$ cat src/rtl/sha256_stream_ctrl.sv
// sha256_stream_ctrl
//   Streams 32-bit message words into 512-bit blocks for a sha256_core,
//   starts the core once per block, chains the blocks of a message and
//   presents the final digest on a valid/ready output.
//   Optional macro SHA256_CTRL_WDT_EN: enables a WAIT-state watchdog of
//   TIMEOUT_CYCLES cycles that abandons the message on expiry.
//
// Ports
//   iClk, iReset_n        clock, asynchronous active-low reset
//   iWordValid/iWord/iWordLast, oWordReady   word stream input
//   oCoreStart, oCoreBlock, oCoreLastBlock   block request to the core
//   iCoreDone, iCoreDigest                   core completion and digest
//   oDigestValid, iDigestReady, oDigest      final digest output
//   oBusy                 START/WAIT or a partially filled block
//   oError                one-cycle protocol/watchdog error pulse
module sha256_stream_ctrl #(
    parameter int unsigned TIMEOUT_CYCLES = 1024
) (
    input  logic         iClk,
    input  logic         iReset_n,
    input  logic         iWordValid,
    input  logic [31:0]  iWord,
    input  logic         iWordLast,
    output logic         oWordReady,
    output logic         oCoreStart,
    output logic [511:0] oCoreBlock,
    output logic         oCoreLastBlock,
    input  logic         iCoreDone,
    input  logic [255:0] iCoreDigest,
    output logic         oDigestValid,
    input  logic         iDigestReady,
    output logic [255:0] oDigest,
    output logic         oBusy,
    output logic         oError
);

    typedef enum logic [2:0] {
        S_IDLE,
        S_LOAD,
        S_START,
        S_WAIT,
        S_OUT
    } state_t;

    state_t     state;
    logic [3:0] wcnt;

`ifdef SHA256_CTRL_WDT_EN
    localparam int unsigned WDT_W = $clog2(TIMEOUT_CYCLES + 1);
    logic [WDT_W-1:0] wdt_cnt;
`endif

    always_ff @(posedge iClk or negedge iReset_n) begin
        if (!iReset_n) begin
            state          <= S_IDLE;
            wcnt           <= '0;
            oWordReady     <= 1'b0;
            oCoreStart     <= 1'b0;
            oCoreBlock     <= '0;
            oCoreLastBlock <= 1'b0;
            oDigestValid   <= 1'b0;
            oDigest        <= '0;
            oBusy          <= 1'b0;
            oError         <= 1'b0;
`ifdef SHA256_CTRL_WDT_EN
            wdt_cnt        <= '0;
`endif
        end else begin
            oCoreStart <= 1'b0;
            oError     <= 1'b0;

            case (state)
                S_IDLE: begin
                    state      <= S_LOAD;
                    oWordReady <= 1'b1;
                end

                S_LOAD: begin
                    if (iWordValid && oWordReady) begin
                        // Slot wcnt lives at bit (15-wcnt)*32; ~wcnt == 15-wcnt.
                        oCoreBlock[{~wcnt, 5'd0} +: 32] <= iWord;
                        if (wcnt == 4'd15) begin
                            oCoreLastBlock <= iWordLast;
                            wcnt           <= '0;
                            oWordReady     <= 1'b0;
                            oCoreStart     <= 1'b1;
                            oBusy          <= 1'b1;
                            state          <= S_START;
                        end else if (iWordLast) begin
                            // Short block: drop it, keep chaining state.
                            oError <= 1'b1;
                            wcnt   <= '0;
                            oBusy  <= 1'b0;
                        end else begin
                            wcnt  <= wcnt + 4'd1;
                            oBusy <= 1'b1;
                        end
                    end
                end

                S_START: begin
                    state <= S_WAIT;
`ifdef SHA256_CTRL_WDT_EN
                    wdt_cnt <= '0;
`endif
                end

                S_WAIT: begin
                    if (iCoreDone) begin
                        oBusy <= 1'b0;
                        if (oCoreLastBlock) begin
                            oDigest      <= iCoreDigest;
                            oDigestValid <= 1'b1;
                            state        <= S_OUT;
                        end else begin
                            oWordReady <= 1'b1;
                            state      <= S_LOAD;
                        end
                    end
`ifdef SHA256_CTRL_WDT_EN
                    else if (wdt_cnt == WDT_W'(TIMEOUT_CYCLES - 1)) begin
                        oError         <= 1'b1;
                        oCoreLastBlock <= 1'b0;
                        wcnt           <= '0;
                        oWordReady     <= 1'b1;
                        oBusy          <= 1'b0;
                        state          <= S_LOAD;
                    end else begin
                        wdt_cnt <= wdt_cnt + WDT_W'(1);
                    end
`endif
                end

                S_OUT: begin
                    if (iDigestReady) begin
                        oDigestValid   <= 1'b0;
                        oCoreLastBlock <= 1'b0;
                        oWordReady     <= 1'b1;
                        state          <= S_LOAD;
                    end
                end

                default: begin
                    state <= S_IDLE;
                end
            endcase
        end
    end

endmodule

$ cat config.mk
export PLATFORM = sky130hd
export DESIGN_NAME = sha256_stream_ctrl
export DESIGN_NICKNAME = d
export VERILOG_FILES = /design/src/rtl/sha256_stream_ctrl.sv
export SDC_FILE = /design/constraint.sdc
export NUM_CORES = 1
export LEC_CHECK = 0
export CORE_AREA = 3 3 418 420
export DETAILED_ROUTE_END_ITERATION = 12
export DIE_AREA = 0 0 421 423
export GPL_TIMING_DRIVEN = 0
export SLEW_MARGIN = 20
export SYNTH_ARGS = -nofsm -noshare
export SYNTH_HDL_FRONTEND = slang
export SYNTH_SLANG_ARGS = --single-unit
$ cat constraint.sdc
create_clock -name iClk -period 2.9 [get_ports iClk]
set_clock_uncertainty 0.1 [all_clocks]
set_input_delay 0.87 -clock iClk [delete_from_list [all_inputs] [get_ports iClk]]
set_output_delay 0.87 -clock iClk [all_outputs]
set_load 0.01 [all_outputs]
==> reports/qor.csv, run 1 <==
stage,metric,value,unit
status,status,"complete, no violations",
placed_design,IO buf count,1059,
detailed_routing,final WL,135600,µm
timing,RSZ-0062 raised after global routing,false,
placed_design,GP Congestion,0.8498,
synthesis,Yosys reg bits,781,
detailed_routing,average wire per standard cell,25.03,µm
synthesis,cell with the most instances after synthesis,dfrtp_1,
synthesis,syn_area_per_cell,16.16,µm²
critical_path,Bufs and invs on worst path,3,
detailed_routing,1st-pass router iterations,4,
synthesis,synth cell count leaders,"781 x dfrtp_1, 712 x mux2_2, 65 x and2_1",
power_and_ir_drop,total power,0.02348,W
timing,Fin. Hold Viols,0,
power_and_ir_drop,VDD IR-drop max,0.4161,mV
detailed_routing,remaining antenna violation count after routing,0,
clock_network,clock root buffer,clkbuf_16,
placed_design,Cells after DPL,5228,
die,Chip Height,423,µm
synthesis,syn nets,2144,
worst_hold_path,HP Class,in -> async,
detailed_routing,Initial DRC Count,1105,
timing,Worst-Margin Slew,0.9858,ns
grt,GR Util All Layers,14.76,%
synthesis,Synth area leader,dfrtp_1,
synthesis,Ys Warns,0,
timing,Tmin final,2.895,ns
final_layout,share of cells above drive strength 1,31.68,%
timing,Final Max Slew Viols,0,
clock_network,CTS tree,yes,
synthesis,number of synthesized flops with an enable pin,0,
timing,Max-slew headroom,34.07,%
synthesis,area share of the largest cell type after synthesis,65.47,%
grt,grt total ovfl,0,
power_and_ir_drop,Leak,21.91,nW
die,core area,171400,µm²
detailed_routing,# DRC,0,
clock_network,CTS Sinks,781,
die,die area,178100,µm²
synthesis,register area share after synthesis,65.47,%
die,Ports,1068,
clock_network,Worst-path clk slew,0.06,ns
die,Starting Density,17.42,%
timing,worst hold slack,0.06039,ns
clock_network,CTS buffer count,93,
detailed_routing,vias,20615,
synthesis,Synth cell types,43,
critical_path,kind of end point of the critical path,flop,
synthesis,"Top FF cell, synth",dfrtp_1,
final_layout,Layout Utilization,27.40,%
critical_path,Crit Path Max Fanout,10,
critical_path,Worst Path Required,3.39,ns
grt,number of global-route vias before repair,21606,
synthesis,mapped cell area,29850,µm²
grt,initial antenna violation count,35,
clock_network,CTS Buffer Depth,3,
critical_path,critical path class,in -> reg,
critical_path,Crit path largest cell delay,0.62,ns
clock_network,Worst-Skew Late Latency,0.71,ns
synthesis,"Async S/R FF share, synth",100.0,%
synthesis,Cells after Synth,1847,
die,Row Count,152,
critical_path,CP Cell Sequence,clkdlybuf4s50_1 > nand3_1 > clkbuf_1 > nor3_4 > buf_2 > mux2_2,
die,Chip Width,421,µm
detailed_routing,post-DR vias/cell,3.804,
synthesis,Synth area leaders,"dfrtp_1 65%, mux2_2 27%, mux2_1 1.5%",
clock_network,H-tree Lvls,3,
critical_path,Crit-path slowest cell,clkdlybuf4s50_1,
grt,largest net degree at the start of global routing,127,
critical_path,Worst setup SP type,input port,
final_layout,Non-Filler Instances,5419,
timing,f_max,345.4,MHz
final_layout,Final #Nets,3321,
timing,final critical-path share of the clock period,99.84,%
critical_path,"delay-heaviest family, CP",buffers and inverters,
placed_design,Setup WS pre-CTS,-1.344,ns
final_layout,Area growth syn-to-layout,57.28,%
run,max cap viols,0,
critical_path,arrival time worst endpoint,3.38,ns
power_and_ir_drop,Power per Cell Area,500.1,nW/µm²
timing,number of setup violations in the final report,0,
placed_design,Final HPWL DP,107700,µm
grt,first-pass GRT wire length,183100,µm
timing,Final WS setup,0.004587,ns
logic make-up (layout without fill, tap and decap cells):
| kind of cell | after synthesis | in the layout | share of synthesized area, % |
|---|---|---|---|
| muxes | 761 | 761 | 28.67 |
| adders and majority gates | 3 | 3 | 0.1258 |
| xor gates and xnor gates | 2 | 2 | 0.1090 |
| buffers and inverters | 118 | 1368 | 1.895 |
| other | 0 | 12 | 0 |
| AOI/OAI and AO/OA | 40 | 40 | 0.8593 |
| DFF | 781 | 781 | 65.47 |
| and+or+nand+nor | 142 | 142 | 2.871 |
metrics by stage:
stage / setup TNS, ns / instance area [µm²]
detailed placement: -609.84 / 43590
CTS: -0.0007994 / 46820
global route: 0 / 46930
finish: 0 / 46950
global placement: - / 43340
floorplan: 0 / 29850
final cells by class:
class	instances	area, µm²
fill	17642	124400
sequential	781	19550
timing repair buffer	1086	10990
multi-input combinational	948	9834
tap	2310	2890
clock buffer	132	2686
buffer	101	551.8
clock inverter	36	372.9
inverter	13	48.80
antenna	12	30.03
what timing repair did:
| action | in CTS | in global routing |
|---|---|---|
| gates resized for setup | 62 | 20 |
| endpoints found under the hold margin | 85 | 40 |
| setup buffers | 10 | 3 |
| endpoints found under the setup margin | 600 | 199 |
| gates cloned | 0 | 0 |
| pin swaps | 6 | 3 |
flip-flops by register name (all words and copies together), names as in the netlist:
| name | count |
|---|---|
| oBusy | 1 |
| oCoreBlock | 512 |
| oCoreLastBlock | 1 |
| oCoreStart | 1 |
| oDigest | 256 |
| oDigestValid | 1 |
| oError | 1 |
| oWordReady | 1 |
| state | 3 |
| wcnt | 4 |
layout by cell type (no fill, tap or decap), types with 13 or more instances in the layout:
master | Yosys | final
clkdlybuf4s50_1 | 0 | 1034
buf_4 | 2 | 21
dfrtp_1 | 781 | 780
o21ai_0 | 17 | 17
mux2_2 | 712 | 712
buf_2 | 38 | 31
dlygate4sd2_1 | 0 | 23
mux2_1 | 39 | 39
clkbuf_16 | 0 | 95
and2_1 | 65 | 61
clkbuf_2 | 0 | 17
inv_1 | 13 | 13
clkbuf_8 | 0 | 17
buf_6 | 9 | 14
nand2_1 | 25 | 25
clkbuf_1 | 46 | 44
clkinv_2 | 0 | 15
layer usage:
metal | up-vias | global-route usage (%) | part of all wire, %
li1 | 8896 | - | -
met1 | 10834 | 14.52 | 34
met2 | 676 | 29.75 | 58
met3 | 207 | 3.274 | 4.9
met4 | 2 | 5.205 | 3.4
met5 | - | 0 | 0.0096
power breakdown:
| part | switching [W] | internal (W) |
|---|---|---|
| combinational | 0.000457 | 0.000390 |
| clock | 0.00498 | 0.00676 |
| sequential | 0 | 0.0109 |
| total | 0.00543 | 0.0180 |
final timing paths:
path	start	end	slack, ns	cells past startpoint
setup / recovery	iWordValid	oCoreBlock[58]$_DFFE_PN0P_	0.005	6
max in group asynchronous	iReset_n	oCoreBlock[188]$_DFFE_PN0P_	0.73	4
setup reg to reg	wcnt[0]$_DFFE_PN0P_	oCoreBlock[58]$_DFFE_PN0P_	0.06	7
hold / removal	iReset_n	oDigest[55]$_DFFE_PN0P_	0.06	2
hold reg to reg	oCoreBlock[393]$_DFFE_PN0P_	oCoreBlock[393]$_DFFE_PN0P_	0.38	1
min in group iClk	oCoreBlock[393]$_DFFE_PN0P_	oCoreBlock[393]$_DFFE_PN0P_	0.38	1
(Power assumes the default switching activity.)
==> run 2: changes to the inputs <==
Settings changed: CORE_AREA 3 3 418 420 to 3 3 413 415, CTS_BUF_LIST from default to sky130_fd_sc_hd__clkbuf_4 sky130_fd_sc_hd__clkbuf_8, DIE_AREA 0 0 421 423 to 0 0 416 418.
==> reports/qor.csv, run 2 (same netlist as run 1, synthesis figures left out) <==
stage,metric,value,unit
die,core area,167000,µm²
die,Chip Width,416,µm
final_layout,Filler cells,17349,
final_layout,Layout Utilization,27.88,%
placed_design,GP Congestion,0.8562,
timing,number of setup violations in the final report,0,
detailed_routing,remaining antenna violation count after routing,0,
die,Chip Height,418,µm
critical_path,critical path class,reg -> reg,
clock_network,CTS buffer count,144,
critical_path,Worst setup SP type,flop,
timing,final critical-path share of the clock period,96.71,%
final_layout,biggest regs,"oCoreBlock: 512 flops, oDigest: 256 flops, wcnt: 4 flops",
detailed_routing,Initial DRC Count,959,
worst_hold_path,HP Class,reg -> reg,
die,Starting Density,17.87,%
timing,Max-slew headroom,26.78,%
final_layout,"Most flops, register",oCoreBlock,
power_and_ir_drop,Leak,23.85,nW
critical_path,arrival time worst endpoint,3.44,ns
final_layout,Area growth syn-to-layout,56.01,%
timing,f_max,356.6,MHz
clock_network,H-tree Lvls,4,
clock_network,Worst-Skew Late Latency,0.87,ns
critical_path,Crit path largest cell delay,0.48,ns
final_layout,fin area,46570,µm²
clock_network,Worst-path clk slew,0.06,ns
final_layout,share of cells above drive strength 1,34.75,%
clock_network,clock root buffer,clkbuf_8,
timing,Fin. Hold Viols,0,
power_and_ir_drop,VDD IR-drop max,0.4298,mV
detailed_routing,post-DR vias/cell,3.907,
placed_design,Final HPWL DP,112900,µm
final_layout,"commonest non-fill, non-tap cell in the layout",dfrtp_1,
die,Ports,1068,
placed_design,IO buf count,1059,
die,die area,173900,µm²
critical_path,Crit Path Max Fanout,10,
run,max cap viols,0,
detailed_routing,vias,21096,
final_layout,Final #Nets,3372,
power_and_ir_drop,Power per Cell Area,503.9,nW/µm²
critical_path,Crit-path slowest cell,dfrtp_2,
critical_path,Worst Path Required,3.53,ns
grt,largest net degree at the start of global routing,136,
critical_path,CP Cell Sequence,ha_1 > or2_2 > a21o_1 > or3_1 > clkbuf_1 > buf_4 > mux2_1,
die,Row Count,150,
grt,number of global-route vias before repair,22407,
timing,Tmin final,2.805,ns
detailed_routing,average wire per standard cell,26.04,µm
detailed_routing,1st-pass router iterations,5,
detailed_routing,final WL,140600,µm
status,status,"complete, no violations",
grt,initial antenna violation count,48,
clock_network,CTS Sinks,781,
grt,grt total ovfl,0,
critical_path,kind of end point of the critical path,flop,
grt,first-pass GRT wire length,187300,µm
clock_network,CTS Buffer Depth,3,
timing,Final Max Slew Viols,0,
placed_design,Post-DP Area,43460,µm²
final_layout,most frequent cells in the layout,"776 x dfrtp_1, 712 x mux2_2, 647 x clkdlybuf4s50_1",
clock_network,CTS tree,yes,
grt,GR Util All Layers,15.68,%
timing,Worst-Margin Slew,1.095,ns
detailed_routing,# DRC,0,
final_layout,max reg flops,512,
-- run 2: changes by cell type in the layout (fill, tap and decap cells not counted), moves of 14 or more --
cell,delta
clkbuf_8,+164
dlygate4sd2_1,+361
clkbuf_4,+43
clkbuf_1,-14
clkdlybuf4s50_1,-387
clkdlybuf4s15_2,+25
clkbuf_16,-94
-- run 2: worst max-delay path, delay by kind of cell, from the launching register on --
| kind | cells | cell delay [ns] |
|---|---|---|
| AND/OR/NAND/NOR | 2 | 0.71 |
| flip-flops | 1 | 0.48 |
| buffers and inverters | 2 | 0.48 |
| multiplexers | 1 | 0.32 |
| adder cells (fa/ha/maj) | 1 | 0.30 |
| AO/OA/AOI/OAI | 1 | 0.27 |
-- run 2: power by group --
| group | total, W | internal (W) | switching, W |
|---|---|---|---|
| Combinational | 0.000857 | 0.000386 | 0.000470 |
| Sequential | 0.0109 | 0.0109 | 0 |
| Clock | 0.0117 | 0.00670 | 0.00501 |
| Total | 0.0235 | 0.0180 | 0.00548 |
-- run 2: per-layer routing --
| layer | vias up | share of wire [%] | GRT usage, % |
|---|---|---|---|
| met4 | 14 | 4.5 | 7.048 |
| met3 | 263 | 5.3 | 3.898 |
| li1 | 9006 | - | - |
| met5 | - | 0.065 | 0 |
| met1 | 11032 | 33 | 15.13 |
| met2 | 781 | 57 | 30.93 |
-- run 2: per-stage QoR --
step	TNS, ns	setup WS, ns	hold slack, ns	cells	total power, W
6_report	0	0.09544	0.3827	5399	0.02347
3_3_place_gp	-	-36.05	0.3704	5110	0.01195
3_5_place_dp	-616.78	-1.294	0.3774	5121	0.01198
2_1_floorplan	0	0.3987	0.4288	1847	0.01115
4_1_cts	-0.002744	-0.002744	0.2777	5384	0.02393
5_1_grt	-0.006273	-0.006273	0.3650	5391	0.02439
-- run 2: final timing paths --
check	start	end	slack (ns)	cells after the start
min in group asynchronous	iReset_n	oDigest[79]$_DFFE_PN0P_	0.45	2
worst min register to register	oCoreBlock[390]$_DFFE_PN0P_	oCoreBlock[390]$_DFFE_PN0P_	0.38	1
max in group asynchronous	iReset_n	oDigest[251]$_DFFE_PN0P_	0.21	5
worst max-delay path	wcnt[0]$_DFFE_PN0P_	oCoreBlock[417]$_DFFE_PN0P_	0.1	7
worst max register to register	wcnt[0]$_DFFE_PN0P_	oCoreBlock[417]$_DFFE_PN0P_	0.1	7
worst min-delay path	oCoreBlock[390]$_DFFE_PN0P_	oCoreBlock[390]$_DFFE_PN0P_	0.38	1
-- run 2: layout make-up --
type / instances / area (µm²) / area share [%]
antenna: 15 / 37.54 / 0.08060
buffer: 100 / 558.0 / 1.198
clock buffer: 221 / 2791 / 5.994
clock inverter: 30 / 400.4 / 0.8598
inverter: 13 / 48.80 / 0.1048
multi-input combinational: 948 / 9838 / 21.13
sequential: 781 / 19550 / 41.98
tap: 2204 / 2758 / 5.922
timing repair buffer: 1087 / 10590 / 22.74
-- run 2: timing repair --
item                                   in CTS  in global routing
setup endpoints to repair                1030                338
buffers inserted                           14                  1
endpoints found under the hold margin      66                  0
hold buffers                                1                  0
pin swaps                                   8                  2
gates cloned                                0                  1
resized for setup                         494                 24
==> run 3: changes to the inputs <==
Settings changed: CELL_PAD_IN_SITES_DETAIL_PLACEMENT from default to 1, CELL_PAD_IN_SITES_GLOBAL_PLACEMENT from default to 2, CORE_AREA 3 3 413 415 to 3 3 409 411, DIE_AREA 0 0 416 418 to 0 0 412 414, PLACE_DENSITY_LB_ADDON from default to 0.1.
Clock period 2.9 ns to 3.2 ns, I/O delays scaled along.
==> reports/qor.csv, run 3 (same netlist as run 1, synthesis figures left out) <==
stage,metric,value,unit
critical_path,Crit-path slowest cell,or3_1,
power_and_ir_drop,P_sw,0.005168,W
die,Chip Width,412,µm
detailed_routing,Initial DRC Count,677,
final_layout,Filler cells,17620,
detailed_routing,remaining antenna violation count after routing,0,
grt,number of global-route vias before repair,24154,
critical_path,Crit Path Max Fanout,10,
final_layout,"commonest non-fill, non-tap cell in the layout",clkdlybuf4s50_1,
power_and_ir_drop,Power per Cell Area,459.7,nW/µm²
placed_design,Final HPWL DP,120500,µm
timing,Final Max Slew Viols,0,
final_layout,max reg flops,512,
clock_network,H-tree Lvls,4,
timing,Tmin final,3.061,ns
grt,initial antenna violation count,59,
detailed_routing,# DRC,0,
critical_path,Bufs and invs on worst path,2,
detailed_routing,average wire per standard cell,28.38,µm
run,max cap viols,0,
placed_design,IO buf count,1059,
detailed_routing,vias,21173,
power_and_ir_drop,total power,0.02159,W
timing,worst hold slack,0.3837,ns
timing,Max-slew headroom,34.86,%
grt,first-pass GRT wire length,209600,µm
worst_hold_path,HP Class,reg -> reg,
final_layout,Reg area,19550,µm²
critical_path,Worst setup SP type,flop,
power_and_ir_drop,internal power component,0.01642,W
final_layout,"Most flops, register",oCoreBlock,
die,die area,170600,µm²
timing,final critical-path share of the clock period,95.65,%
critical_path,"delay-heaviest family, CP",buffers and inverters,
timing,Worst-Margin Slew,0.9740,ns
critical_path,Worst Path Required,3.80,ns
detailed_routing,post-DR vias/cell,3.906,
status,status,"complete, no violations",
die,core area,164400,µm²
clock_network,CTS tree,yes,
clock_network,CTS Buffer Depth,3,
final_layout,Area growth syn-to-layout,57.31,%
clock_network,CTS buffer count,161,
detailed_routing,final WL,153800,µm
timing,Fin. Hold Viols,0,
grt,GR Util All Layers,17.70,%
grt,grt total ovfl,0,
power_and_ir_drop,VDD IR-drop max,0.3230,mV
clock_network,clock root buffer,clkbuf_8,
critical_path,"reg-to-reg slack, setup",0.14,ns
final_layout,Final #Nets,3386,
critical_path,arrival time worst endpoint,3.66,ns
final_layout,most frequent cells in the layout,"1053 x clkdlybuf4s50_1, 780 x dfrtp_1, 712 x mux2_2",
final_layout,biggest regs,"oCoreBlock: 512 flops, oDigest: 256 flops, wcnt: 4 flops",
final_layout,area of the multi-input gates,9784,µm²
critical_path,critical path class,reg -> reg,
clock_network,Worst-Skew Late Latency,0.84,ns
grt,largest net degree at the start of global routing,128,
die,Chip Height,414,µm
critical_path,CP Cell Sequence,clkbuf_1 > xor2_2 > or3_1 > buf_2 > mux2_2,
power_and_ir_drop,Sw Ratio,23.94,%
critical_path,kind of end point of the critical path,flop,
power_and_ir_drop,Flop pwr share,45.8,%
clock_network,CTS Sinks,781,
power_and_ir_drop,Comb power frac,3.5,%
timing,number of setup violations in the final report,0,
placed_design,GP Congestion,0.8169,
die,Starting Density,18.15,%
critical_path,Crit path largest cell delay,0.68,ns
timing,RSZ-0062 raised after global routing,false,
clock_network,Worst-path clk slew,0.06,ns
timing,f_max,326.7,MHz
die,Row Count,149,
power_and_ir_drop,Leak,22.02,nW
detailed_routing,1st-pass router iterations,6,
die,Ports,1068,
final_layout,share of cells above drive strength 1,33.77,%
power_and_ir_drop,Clock Power Share,50.7,%
[run 3: changes by cell type in the layout (fill, tap and decap cells not counted), sizes merged]
cell / previous run / this run
dlymetal6s2s: 1 / 0
clkbuf: 267 / 298
clkdlybuf4s50: 647 / 1053
inv: 18 / 23
diode: 15 / 27
dlygate4sd2: 384 / 4
bufinv: 6 / 0
buf: 82 / 80
clkinv: 12 / 14
clkinvlp: 7 / 2
clkdlybuf4s15: 26 / 0
[run 3: area by class of cell]
class	count	share of cell area [%]
flip-flops and latches	781	41.62
repair buffers	1081	23.29
multi-input cells	948	20.84
clock buffers	252	6.640
well taps	2189	5.833
plain buffers	103	1.106
clock inverters	26	0.4263
diodes	27	0.1439
inverters	13	0.1039
[run 3: per-stage QoR]
step	setup WS (ns)	setup TNS, ns	util, %	cells	cell area (µm²)
6_report	0.1392	0	28.56	5420	46960
5_1_grt	0.005674	0	28.52	5395	46890
4_1_cts	-0.003885	-0.003885	28.48	5391	46830
3_5_place_dp	-1.156	-462.09	26.39	5103	43390
3_3_place_gp	-36.40	-	26.27	5095	43190
2_1_floorplan	0.6087	0	-	1847	29850
[run 3: worst reg2reg max path, delay by kind of cell (launching register included)]
kind / cells / cell delay [ns]
buffers and inverters: 2 / 0.96
xor gates and xnor gates: 1 / 0.47
and+or+nand+nor: 1 / 0.68
DFF: 1 / 0.32
muxes: 1 / 0.40
[run 3: what timing repair did]
action / CTS / global route
pin swaps: 7 / 1
hold buffers: 1 / 0
resized for setup: 12 / 11
cloned: 0 / 1
buffers inserted: 11 / 1
endpoints found under the hold margin: 97 / 0
endpoints found under the setup margin: 358 / 242
[run 3: metal layers]
metal	up-vias	wire, µm	GRT usage (%)
li1	9048	-	-
met1	10975	52660	17.65
met5	-	320	0
met3	258	15050	7.898
met2	840	81730	32.86
met4	52	4074	4.876
[run 3: worst paths after layout]
kind                                             startpoint                          end  cells past startpoint
worst min register to register  oCoreBlock[389]$_DFFE_PN0P_  oCoreBlock[389]$_DFFE_PN0P_                      1
min in group asynchronous                          iReset_n  oCoreBlock[189]$_DFFE_PN0P_                      2
worst max register to register          wcnt[3]$_DFFE_PN0P_  oCoreBlock[367]$_DFFE_PN0P_                      5
max in group asynchronous                          iReset_n   oCoreBlock[45]$_DFFE_PN0P_                      5
worst max-delay path                    wcnt[3]$_DFFE_PN0P_  oCoreBlock[367]$_DFFE_PN0P_                      5
worst min-delay path            oCoreBlock[389]$_DFFE_PN0P_  oCoreBlock[389]$_DFFE_PN0P_                      1
[run 3: power groups by stage]
stage	clock network (W)	logic, W	registers, W
final	0.0109	0.000754	0.00989
after detailed placement	0	0.000783	0.0101
after global placement	0	0.000720	0.0101
after CTS	0.0115	0.000785	0.00988
after floorplan	0	0.0000457	0.0101
after global routing	0.0120	0.000838	0.00988
